File: src/rtl/seq_counter_pkg.sv
// Shared types and constants for the counter command scheduler.
// State encodings, default widths and requester ids.
package seq_counter_pkg;

  typedef enum logic [1:0] {
    S_IDLE = 2'd0,
    S_LOAD = 2'd1,
    S_RUN  = 2'd2,
    S_DONE = 2'd3
  } state_t;

  localparam int DEF_WIDTH = 4;
  localparam int DEF_STEPW = 4;

  localparam logic REQ0 = 1'b0;
  localparam logic REQ1 = 1'b1;

  function automatic logic [1:0] id2onehot(input logic id);
    return id ? 2'b10 : 2'b01;
  endfunction

endpackage

File: src/rtl/seq_counter_sched_if.sv
// Requester handshake, counter pin drive and completion signals of the scheduler.
// master = requester/counter side, slave = scheduler side.
interface seq_counter_sched_if
  import seq_counter_pkg::*;
#(
  parameter int WIDTH = DEF_WIDTH,
  parameter int STEPW = DEF_STEPW
);
  logic [1:0]         req_valid;
  logic [1:0]         req_ready;
  logic [1:0]         req_load;
  logic [1:0]         req_up;
  logic [2*STEPW-1:0] req_steps;
  logic [2*WIDTH-1:0] req_data;
  logic               ctr_load;
  logic               ctr_count_en;
  logic               ctr_up;
  logic [WIDTH-1:0]   ctr_data;
  logic               busy;
  logic               done;
  logic               done_id;

  modport master (
    output req_valid, req_load, req_up, req_steps, req_data,
    input  req_ready, ctr_load, ctr_count_en, ctr_up, ctr_data, busy, done, done_id
  );

  modport slave (
    input  req_valid, req_load, req_up, req_steps, req_data,
    output req_ready, ctr_load, ctr_count_en, ctr_up, ctr_data, busy, done, done_id
  );
endinterface

File: src/rtl/seq_counter_sched_rr_arb2.sv
// Two-input round-robin arbiter: combinational grant, zero latency; pointer moves only on accept.
// On a tie the requester that was not granted last wins; pointer resets to requester 1.
module rr_arb2
  import seq_counter_pkg::*;
(
  input  logic       clk,
  input  logic       reset,
  input  logic [1:0] valid,
  input  logic       accept,
  output logic [1:0] grant,
  output logic       gnt_id
);
  logic last_q, last_d;

  always_comb begin
    gnt_id = REQ0;
    if (valid == 2'b11) begin
      gnt_id = ~last_q;
    end else if (valid[1]) begin
      gnt_id = REQ1;
    end
    grant  = (|valid) ? id2onehot(gnt_id) : 2'b00;
    last_d = accept ? gnt_id : last_q;
  end

  always_ff @(posedge clk) begin
    if (reset) begin
      last_q <= REQ1;
    end else begin
      last_q <= last_d;
    end
  end
endmodule

File: src/rtl/seq_counter_sched.sv
// Round-robin command scheduler for one sequence counter: optional 1-cycle load, N count cycles, 1-cycle done.
// One command in flight; req_ready is high only in IDLE, so requesters hold valid until the block returns there.
module seq_counter_sched
  import seq_counter_pkg::*;
#(
  parameter int WIDTH = DEF_WIDTH,
  parameter int STEPW = DEF_STEPW
) (
  input  logic              Clk,
  input  logic              Reset,
  seq_counter_sched_if.slave bus
);
  state_t           state_q, state_d;
  logic             up_q, up_d;
  logic             id_q, id_d;
  logic [STEPW-1:0] rem_q, rem_d;
  logic [WIDTH-1:0] data_q, data_d;

  logic [1:0]       grant;
  logic             gnt_id;
  logic             accept;
  logic [STEPW-1:0] sel_steps;
  logic [WIDTH-1:0] sel_data;

  // Reset gates the handshake so nothing is granted during a reset cycle.
  assign accept    = (state_q == S_IDLE) && !Reset && (|bus.req_valid);
  assign sel_steps = gnt_id ? bus.req_steps[2*STEPW-1:STEPW] : bus.req_steps[STEPW-1:0];
  assign sel_data  = gnt_id ? bus.req_data[2*WIDTH-1:WIDTH]  : bus.req_data[WIDTH-1:0];

  rr_arb2 u_arb (
    .clk    (Clk),
    .reset  (Reset),
    .valid  (bus.req_valid),
    .accept (accept),
    .grant  (grant),
    .gnt_id (gnt_id)
  );

  always_comb begin
    state_d          = state_q;
    up_d             = up_q;
    id_d             = id_q;
    rem_d            = rem_q;
    data_d           = data_q;
    bus.req_ready    = accept ? grant : 2'b00;
    bus.ctr_load     = 1'b0;
    bus.ctr_count_en = 1'b0;
    bus.ctr_up       = 1'b1;
    bus.ctr_data     = data_q;
    bus.busy         = (state_q != S_IDLE);
    bus.done         = 1'b0;
    bus.done_id      = 1'b0;

    unique case (state_q)
      S_IDLE: begin
        if (accept) begin
          up_d   = bus.req_up[gnt_id];
          id_d   = gnt_id;
          rem_d  = sel_steps;
          data_d = sel_data;
          if (bus.req_load[gnt_id]) begin
            state_d = S_LOAD;
          end else if (sel_steps != '0) begin
            state_d = S_RUN;
          end else begin
            state_d = S_DONE;
          end
        end
      end
      S_LOAD: begin
        bus.ctr_load = 1'b1;
        state_d      = (rem_q != '0) ? S_RUN : S_DONE;
      end
      S_RUN: begin
        bus.ctr_count_en = 1'b1;
        bus.ctr_up       = up_q;
        rem_d            = rem_q - {{(STEPW-1){1'b0}}, 1'b1};
        if (rem_q == {{(STEPW-1){1'b0}}, 1'b1}) begin
          state_d = S_DONE;
        end
      end
      S_DONE: begin
        bus.done    = 1'b1;
        bus.done_id = id_q;
        state_d     = S_IDLE;
      end
      default: state_d = S_IDLE;
    endcase
  end

  always_ff @(posedge Clk) begin
    if (Reset) begin
      state_q <= S_IDLE;
      up_q    <= 1'b1;
      id_q    <= REQ0;
      rem_q   <= '0;
      data_q  <= '0;
    end else begin
      state_q <= state_d;
      up_q    <= up_d;
      id_q    <= id_d;
      rem_q   <= rem_d;
      data_q  <= data_d;
    end
  end
endmodule

File: src/flat_wrapper.sv
// flat-port wrapper written by rule: the top's interface ports become plain ports
module seq_counter_sched_flat import seq_counter_pkg::*;
#(
  parameter int WIDTH = DEF_WIDTH,
  parameter int STEPW = DEF_STEPW
)
  (Clk, Reset, bus_req_valid, bus_req_load, bus_req_up, bus_req_steps, bus_req_data, bus_req_ready, bus_ctr_load, bus_ctr_count_en, bus_ctr_up, bus_ctr_data, bus_busy, bus_done, bus_done_id);
  seq_counter_sched_if #(.WIDTH(WIDTH), .STEPW(STEPW)) bus_i ();
  input  logic Clk;
  input  logic Reset;
  input wire logic [$bits(bus_i.req_valid)-1:0] bus_req_valid;
  input wire logic [$bits(bus_i.req_load)-1:0] bus_req_load;
  input wire logic [$bits(bus_i.req_up)-1:0] bus_req_up;
  input wire logic [$bits(bus_i.req_steps)-1:0] bus_req_steps;
  input wire logic [$bits(bus_i.req_data)-1:0] bus_req_data;
  output wire logic [$bits(bus_i.req_ready)-1:0] bus_req_ready;
  output wire logic [$bits(bus_i.ctr_load)-1:0] bus_ctr_load;
  output wire logic [$bits(bus_i.ctr_count_en)-1:0] bus_ctr_count_en;
  output wire logic [$bits(bus_i.ctr_up)-1:0] bus_ctr_up;
  output wire logic [$bits(bus_i.ctr_data)-1:0] bus_ctr_data;
  output wire logic [$bits(bus_i.busy)-1:0] bus_busy;
  output wire logic [$bits(bus_i.done)-1:0] bus_done;
  output wire logic [$bits(bus_i.done_id)-1:0] bus_done_id;
  assign bus_i.req_valid = bus_req_valid;
  assign bus_i.req_load = bus_req_load;
  assign bus_i.req_up = bus_req_up;
  assign bus_i.req_steps = bus_req_steps;
  assign bus_i.req_data = bus_req_data;
  assign bus_req_ready = bus_i.req_ready;
  assign bus_ctr_load = bus_i.ctr_load;
  assign bus_ctr_count_en = bus_i.ctr_count_en;
  assign bus_ctr_up = bus_i.ctr_up;
  assign bus_ctr_data = bus_i.ctr_data;
  assign bus_busy = bus_i.busy;
  assign bus_done = bus_i.done;
  assign bus_done_id = bus_i.done_id;
  seq_counter_sched #(.WIDTH(WIDTH), .STEPW(STEPW)) u_core (.Clk(Clk), .Reset(Reset), .bus(bus_i));
endmodule
File: config.mk
export PLATFORM = sky130hd
export DESIGN_NAME = seq_counter_sched_flat
export DESIGN_NICKNAME = d
export VERILOG_FILES = /design/src/rtl/seq_counter_pkg.sv /design/src/rtl/seq_counter_sched_if.sv /design/src/rtl/seq_counter_sched_rr_arb2.sv /design/src/rtl/seq_counter_sched.sv /design/src/flat_wrapper.sv
export SDC_FILE = /design/constraint.sdc
export NUM_CORES = 1
export LEC_CHECK = 0
export ABC_AREA = 1
export BUFFER_PORTS_ARGS = -buffer_cell sky130_fd_sc_hd__buf_2
export CORE_MARGIN = 2
export CORE_UTILIZATION = 48
export CTS_CLUSTER_DIAMETER = 120
export DETAILED_ROUTE_END_ITERATION = 8
export PLACE_DENSITY = 0.87
export SLEW_MARGIN = 20
export SYNTH_ARGS = -nofsm -noshare
export SYNTH_HDL_FRONTEND = slang
export SYNTH_SLANG_ARGS = --single-unit
File: constraint.sdc
create_clock -name Clk -period 4.5 [get_ports Clk]
set_input_delay 0.45 -clock Clk [delete_from_list [all_inputs] [get_ports Clk]]
set_output_delay 0.45 -clock Clk [all_outputs]
set_load 0.01 [all_outputs]
### After elaboration in Yosys (flattened, before gate mapping)

Cells that the tools add are included.

| operators by class | value |
|---|---|
| add/subtract/negate cells | 1 |
| $lt $le $gt $ge | 1 |
| equality and inequality tests | 7 |
| mux-type cells | 24 |
| bitwise logic cells | 1 |
| reductions and logical operators | 12 |

Operators by type and width:

| operator | count |
|---|---|
| 2-to-1 mux 1 bit | 13 |
| 2-to-1 mux 2 bit | 6 |
| 2-to-1 mux 4 bit | 3 |
| case mux 2 bit (4 select lines) | 1 |
| case mux 4 bit (2 select lines) | 1 |
| nonzero test 4 bit | 2 |
| == test 2 bit (second input constant) | 3 |
| AND reduction 2 bit | 3 |
| == test 4 x 1 -> 1 bit (second input constant) | 1 |
| inequality test 2 x 1 -> 1 bit (second input constant) | 2 |
| nonzero test 2 bit | 2 |
| subtractor 4 x 1 -> 4 bit (second input constant) | 1 |
| == test 2 x 1 -> 1 bit (second input constant) | 1 |
| logical AND 1 bit | 2 |
| logical NOT 2 bit | 1 |
| less-than comparator 1 x 2 -> 1 bit (second input constant) | 1 |
| OR reduction 2 bit | 1 |
| logical NOT 1 bit | 1 |
| NOT 1 bit | 1 |

| word-level totals | value |
|---|---|
| bits in registers | 13 |
| input port bits | 24 |
| output and inout port bits | 12 |
| logic and storage cells | 52 |

### Depth between registers and ports, before layout

Gate-level depths: netlist (run 1).

| logic depth | value |
|---|---|
| depth in word-level cells | 8 |
| depth in mapped cells | 11 |
| mapped depth without buffers | 10 |

### Hierarchy

From an unflattened synthesis (run 1), not the netlist that was laid out.

| unflattened totals | value |
|---|---|
| cells, all modules | 143 |
| area, all modules | 902.1 µm² |

Modules (own cells, without submodules):

| module | instances | cells an instance | area an instance (µm²) |
|---|---|---|---|
| seq_counter_sched | 1 | 133 | 839.6 |
| rr_arb2 | 1 | 10 | 62.6 |

### Worst setup path before layout (run 1)

Ideal clock, no wire load.

| timing path | value |
|---|---|
| path kind | reg2out |
| start point | reg u_core.state_q[0] |
| end point | out bus_req_ready[1] |
| arrival time | 1.191 ns |
| required time | 4.050 ns |
| setup slack | 2.859 ns |
| stages on the path, launching flop included | 8 |
| path buffers | 1 |
| cell sequence | dfxtp_1 inv_1 ha_1 inv_1 nor2_2 o21ai_2 buf_6 nor2_4 |

| on the way | value |
|---|---|
| cells in the longest elaborated chain, start to end | 4 |

RTL lines:

| element | RTL line | text |
|---|---|---|
| start: declaration | seq_counter_sched.sv:13 | `state_t state_q, state_d;` |
| start signal: assignment | seq_counter_sched.sv:99 | `state_q <= state_d;` |
| logical NOT 2 bit | seq_counter_sched.sv:26 | `assign accept = (state_q == S_IDLE) && !Reset && (\|bus.req_valid);` |
| logical AND 1 bit (2 in series) | seq_counter_sched.sv:26 |  |
| 2-to-1 mux 2 bit | seq_counter_sched.sv:45 | `bus.req_ready = accept ? grant : 2'b00;` |
| end: declaration | flat_wrapper.sv:16 | `output wire logic [$bits(bus_i.req_ready)-1:0] bus_req_ready;` |

No other way between the ends.

### Worst setup path in the final report (run 1)

Same ends and word-level chain as after synthesis.

==> results_dict.tcl, run 1 <==
set metrics [dict create \
    num_rows 15 \
    rr_worst_depth 10 \
    ys_seq_area_frac 0.308 \
    synth_compound_area_frac 0.166 \
    path_buf_inv 3 \
    place_congestion 0.918 \
    cell_internal_pwr_w 0.000298 \
    grt_max_degree 12 \
    hp-start "bus_req_up[1]" \
    tightestPinTransition_ns 0.596 \
    via_count 900 \
    fin_crit_sh 0.479 \
    grt_pass1_wl_um 3170 \
    h-tree-depth 1 \
    synth_cell_type_count 23 \
    finalCriticalPeriod_ns 2.16 \
    yosysTopAreaCellShare 0.308 \
    synth.net_count 154 \
    antenna_left 0 \
    holdPathEnd "u_core.up_q" \
    synthAdderAreaFrac 0.118 \
    status "completed" \
    track_usage 0.214 \
    layout-drive-gt1-share 0.321 \
    core-area_um2 1690 \
    start_util 0.501 \
    r2r-start "u_core.state_q[0]" \
    crit_top_cell "inv_1" \
    wl_per_cell_um 11.3 \
    slew_violations 0 \
    max_cap_violations 0 \
    fillers 152 \
    cts-root-buf "clkbuf_4" \
    crit_type "register to primary output" \
    die_height_um 46.0 \
    clock_latency_ns 0.27 \
    antenna_found_initial 0 \
    worstPathRequired_ns 4.05 \
    holdPathStages 3 \
    synth_cells 122 \
    p_leak_nw 0.552 \
    ys_top_cells_by_count "39 x nand2_1, 13 x dfxtp_1, 11 x inv_1" \
    async_reset_ff_frac 0 \
    synth_ff_type "dfxtp_1" \
    synth_edf_count 0 \
    cts_buffers 3 \
    cts.repair.resized 0 \
    final_cell_count_no_fill 176 \
    clock_sink_count 13 \
    drc 0 \
    p_seq_frac 0.309 \
    r2r_setup_slack_ns 2.72 \
    critPathArrivalTime_ns 1.71 \
    io_buffers 35 \
    crit_fanout 11 \
    cts.clk_slew.worst_paths_ns 0.08 \
    max_slew_margin 0.602 \
    ios 36 \
    clkPwrFrac 0.132 \
    end_kind "primary output" \
    finalSetupTns_ns 0 \
    overflow 0 \
    fin_skew_ns 0.00525 \
    syn_to_final_growth_pct 24.6 \
    n_antenna_cell 0 \
    synth_top_cell_by_area "dfxtp_1" \
    crit_slowest_cell "dfxtp_1" \
    yosys.area_share.xor_xnor 0.0104 \
    post_cts_buffers 0 \
    netlist_area_um2 846 \
    crit_chain "inv_1 > ha_1 > inv_1 > nor2_2 > o21ai_2 > nor2_4 > buf_2" \
    hold_viol_final 0 \
    max_stage_delay_ns 0.34 \
    grt_pass1_vias 804 \
    synthSimpleGateAreaFrac 0.322 \
    start_kind "register" \
    dieArea_um2 2110 \
    switching_share 0.455 \
    finalSetupViolCount 0 \
    p_per_area_nw_per_um2 520 \
    syn_area_per_cell_um2 6.93 \
    p_comb_frac 0.559 \
    yosysWarningCount 0 \
    timing.rr.end "u_core.rem_q[3]" \
    synthTopCellsByArea "dfxtp_1 31%, nand2_1 17%, ha_1 12%" \
    hold_buffers 0 \
    hpwl_um 1660 \
    dr.pass1.iters 4 \
    via_per_inst 5.11 \
    placed_cells 172 \
    synthMuxAreaShare 0 \
    synth_seq_cells 13 \
    min_path_type "primary input to register" \
    switching_power_w 0.000249 \
    cts_tree "built" \
    rsz0062_at_grt "false" \
    ir_drop_v 0.000336 \
    fin_nets 192 \
    synth_top_family_by_area "simple AND/OR/NAND/NOR gates" \
    drt-total-wl_um 1990 \
    clockBufferDepth 2 \
    fmax_mhz 464 \
    drt_iter0_markers 27 \
    cp_top_family "buffers and inverters" \
    fp.dieW_um 46.0 \
    yosysMostFrequentCell "nand2_1" \
]
-- final cells by class --
class,count,area [µm²],area share
Multi-Input combinational cell,94,522,0.495
Sequential cell,13,260,0.247
Timing Repair Buffer,35,175,0.166
Inverter,13,48.8,0.0463
Clock buffer,4,26.3,0.0249
Tap cell,17,21.3,0.0202
-- sequential cells by signal (all words and copies together) (netlist names) --
name                 count
u_core.state_q           2
u_core.id_q              1
u_core.bus.ctr_data      4
u_core.rem_q             4
u_core.up_q              1
u_core.u_arb.last_q      1
-- worst register-to-register path, cell delays in order, from the launching register on --
cell and delay (ns):
dfxtp_1 0.38, inv_1 0.10, ha_1 0.26, inv_1 0.09, nor2_2 0.04, o21ai_2 0.24, o21ai_2 0.23, o21ai_0 0.19
inv_1 0.05, nand2_1 0.06, inv_1 0.04
-- power groups by stage --
stage	clock [W]	combinational (W)	sequential, W
3_5_place_dp	0	0.000303	0.000171
4_1_cts	0.0000757	0.000305	0.000169
3_3_place_gp	0	0.000296	0.000170
6_report	0.0000725	0.000306	0.000169
5_1_grt	0.0000823	0.000347	0.000174
2_1_floorplan	0	0.000231	0.000169
-- worst max path at each step --
stage / start / to / slack, ns / cells after the start
global route: u_core.state_q[1] / bus_req_ready[1] / 2.16 / 7
global placement: u_core.state_q[0] / bus_req_ready[1] / 2.72 / 7
floorplan: u_core.state_q[0] / bus_req_ready[1] / 2.86 / 7
finish: u_core.state_q[0] / bus_req_ready[1] / 2.34 / 7
detailed placement: u_core.state_q[0] / bus_req_ready[1] / 2.64 / 7
CTS: u_core.state_q[0] / bus_req_ready[1] / 2.33 / 7
-- logic make-up after synthesis --
| group | after synthesis |
|---|---|
| flops | 13 |
| fa+ha+maj | 8 |
| simple gates | 62 |
| xor+xnor | 1 |
| compound gates | 23 |
| buf+inv | 15 |
-- layer usage --
metal | up-vias | global-route usage | share of wire
met5 | - | 0 | 0
met4 | 0 | 0.120 | 0.015
met3 | 4 | 0.0476 | 0.032
met2 | 17 | 0.325 | 0.47
met1 | 406 | 0.275 | 0.49
li1 | 473 | - | -
-- cell usage in the layout, fill, tap and decap left out --
master,instances
o21ai_2,2
a21oi_1,6
buf_2,35
nand2_1,39
nand2_2,3
nand3_1,8
dfxtp_1,13
a22oi_1,1
clkbuf_4,3
nor2_1,6
clkbuf_1,1
o21ai_0,6
or2_2,1
xor2_1,1
nor2_2,1
o21ai_1,1
inv_1,11
a31oi_1,4
inv_2,2
o211ai_1,1
ha_1,8
a21oi_2,2
nor2_4,2
nor3_1,2
-- per-stage QoR --
stage               total power [W]  setup slack, ns  area (µm²)  hold slack, ns  utilization
global placement           0.000465             2.72        1030           0.463        0.608
CTS                        0.000549             2.33        1050           0.391        0.624
detailed placement         0.000475             2.64        1030           0.481        0.608
floorplan                  0.000400             2.86         846           0.442            -
global route               0.000602             2.16        1050           0.404        0.624
finish                     0.000548             2.34        1050           0.399        0.624
No activity file was read; power rests on OpenSTA's default activity.
==> run 2: changes to the inputs <==
--- a/config.mk
+++ b/config.mk
@@ -5,13 +5,13 @@
 export SDC_FILE = /design/constraint.sdc
 export NUM_CORES = 1
 export LEC_CHECK = 0
-export ABC_AREA = 1
+export ABC_AREA = 0
 export BUFFER_PORTS_ARGS = -buffer_cell sky130_fd_sc_hd__buf_2
 export CORE_MARGIN = 2
-export CORE_UTILIZATION = 48
+export CORE_UTILIZATION = 47
 export CTS_CLUSTER_DIAMETER = 120
 export DETAILED_ROUTE_END_ITERATION = 8
-export PLACE_DENSITY = 0.87
+export PLACE_DENSITY = 0.85
 export SLEW_MARGIN = 20
 export SYNTH_ARGS = -nofsm -noshare
 export SYNTH_HDL_FRONTEND = slang
==> constraint.sdc (replaced) <==
create_clock -name Clk -period 2.1 [get_ports Clk]
set_input_delay 0.21 -clock Clk [delete_from_list [all_inputs] [get_ports Clk]]
set_output_delay 0.21 -clock Clk [all_outputs]
set_load 0.01 [all_outputs]
==> results_dict.tcl, run 2 <==
set metrics [dict create \
    status "completed" \
    ir_drop_v 0.000598 \
    place_congestion 0.828 \
    dr.pass1.iters 4 \
    p_leak_nw 0.528 \
    end_kind "primary output" \
    p_seq_frac 0.332 \
    r2r-start "u_core.state_q[1]" \
    antenna_found_initial 0 \
    syn_area_per_cell_um2 8.69 \
    layout_commonest_cell "buf_2" \
    via_count 918 \
    clockBufferDepth 2 \
    synth_seq_cells 13 \
    fp.dieW_um 47.6 \
    fmax_mhz 514 \
    overflow 0 \
    start_kind "register" \
    clkPwrFrac 0.127 \
    fin_skew_ns 0.00807 \
    yosysMostFrequentCell "dfxtp_1" \
    core-area_um2 1760 \
    hp-start "bus_req_valid[1]" \
    synth_top_cell_by_area "dfxtp_1" \
    p_comb_frac 0.541 \
    grt_pass1_wl_um 3480 \
    die_height_um 47.6 \
    crit_type "register to primary output" \
    ys_seq_area_frac 0.291 \
    synth_ff_type "dfxtp_1" \
    finalPower_w 0.00125 \
    design_area_um2 1130 \
    num_rows 15 \
    ys_top_cells_by_count "13 x dfxtp_1, 9 x inv_1, 9 x mux2i_1" \
    setup.worst_path.start "u_core.state_q[1]" \
    layout-drive-gt1-share 0.329 \
    antenna_left 0 \
    h-tree-depth 1 \
    fin_crit_sh 0.927 \
    post_cts_buffers 0 \
    hpwl_um 1770 \
    yosysTopAreaCellShare 0.291 \
    grt_pass1_vias 810 \
    switching_share 0.428 \
    max_slew_margin 0.682 \
    layout_common_cells "35 x buf_2, 13 x dfxtp_1, 9 x inv_1, 9 x mux2i_1" \
    async_reset_ff_frac 0 \
    crit_chain "inv_1 > ha_2 > o21a_1 > buf_4 > and3_1 > buf_2" \
    crit_slowest_cell "dfxtp_1" \
    cts-root-buf "clkbuf_4" \
    syn_to_final_growth_pct 26.0 \
    grt_max_degree 17 \
    synth.net_count 135 \
    slew_violations 0 \
    fin_nets 173 \
    switching_power_w 0.000538 \
    n_antenna_cell 0 \
    cts.clk_slew.worst_paths_ns 0.07 \
    finalSetupTns_ns 0 \
    dieArea_um2 2270 \
    hold_buffers 0 \
    via_per_inst 5.56 \
    tightestPinTransition_ns 0.473 \
    critPathArrivalTime_ns 1.74 \
    fillers 164 \
    drt_iter0_markers 30 \
    clock_latency_ns 0.29 \
    synth_cells 103 \
    track_usage 0.220 \
    clock_sink_count 13 \
    min_path_type "primary input to register" \
    drt-total-wl_um 2280 \
    netlist_area_um2 895 \
    yosysWarningCount 0 \
    cts_tree "built" \
    wl_per_cell_um 13.8 \
    finalSetupViolCount 0 \
    p_per_area_nw_per_um2 1110 \
    hold_viol_final 0 \
    synth_cell_type_count 35 \
    cell_internal_pwr_w 0.000717 \
    ios 36 \
    drc 0 \
    crit_fanout 9 \
    max_cap_violations 0 \
    cts_buffers 3 \
    placed_area_um2 1100 \
    holdWs_ns 0.240 \
    max_stage_delay_ns 0.33 \
    cp_top_family "buffers and inverters" \
    io_buffers 35 \
    worstPathRequired_ns 1.89 \
    cts.repair.resized 0 \
    synthTopCellsByArea "dfxtp_1 29%, ha_1 11%, mux2i_1 10%" \
    start_util 0.507 \
    rsz0062_at_grt "false" \
    finalCriticalPeriod_ns 1.95 \
    path_buf_inv 3 \
    synth_edf_count 0 \
]
run 2: area by class of cell:
type,instances,area [µm²],share of cell area
well taps,25,31.3,0.0277
inverters,9,33.8,0.0300
repair buffers,38,198,0.175
clock buffers,4,26.3,0.0233
flip-flops and latches,13,260,0.231
multi-input cells,76,578,0.513
run 2: path summary, 6_finish.rpt:
| check | end | slack (ns) | cells past startpoint |
|---|---|---|---|
| worst max-delay path | bus_req_ready[1] | 0.15 | 6 |
| worst min-delay path | u_core.u_arb.last_q | 0.24 | 3 |
| worst max register to register | u_core.rem_q[2] | 0.35 | 6 |
| worst min register to register | u_core.up_q | 0.49 | 2 |
run 2: cell families after synthesis:
| family | count (synthesis) | synth area share |
|---|---|---|
| muxes | 10 | 0.113 |
| adders and majority gates | 8 | 0.112 |
| AOI/OAI and AO/OA | 31 | 0.259 |
| buffers and inverters | 14 | 0.0657 |
| DFF | 13 | 0.291 |
| and+or+nand+nor | 27 | 0.159 |
run 2: power groups by stage:
stage,combinational [W],sequential (W),clock (W)
2_1_floorplan,0.000473,0.000417,0
3_3_place_gp,0.000651,0.000414,0
3_5_place_dp,0.000673,0.000420,0
4_1_cts,0.000679,0.000415,0.000162
5_1_grt,0.000772,0.000429,0.000170
6_report,0.000678,0.000417,0.000160
run 2: stage by stage:
stage                     utilization  setup WS [ns]  std cells
after global placement          0.623          0.340        161
after floorplan                     -          0.471        103
after global routing            0.639         0.0341        165
final                           0.639          0.153        165
after detailed placement        0.623          0.254        161
after CTS                       0.638         0.0719        165
run 2: worst min-delay path, cell delays in order:
cell      delay [ns]
buf_2           0.12
nand2_1         0.06
o211ai_1        0.08
run 2: metal layers:
| metal | vias up | share of wire | global-route usage |
|---|---|---|---|
| met3 | 2 | 0.071 | 0.0679 |
| met4 | 0 | 0.0035 | 0.0595 |
| met2 | 32 | 0.50 | 0.359 |
| li1 | 454 | - | - |
| met1 | 430 | 0.43 | 0.281 |
| met5 | - | 0 | 0 |
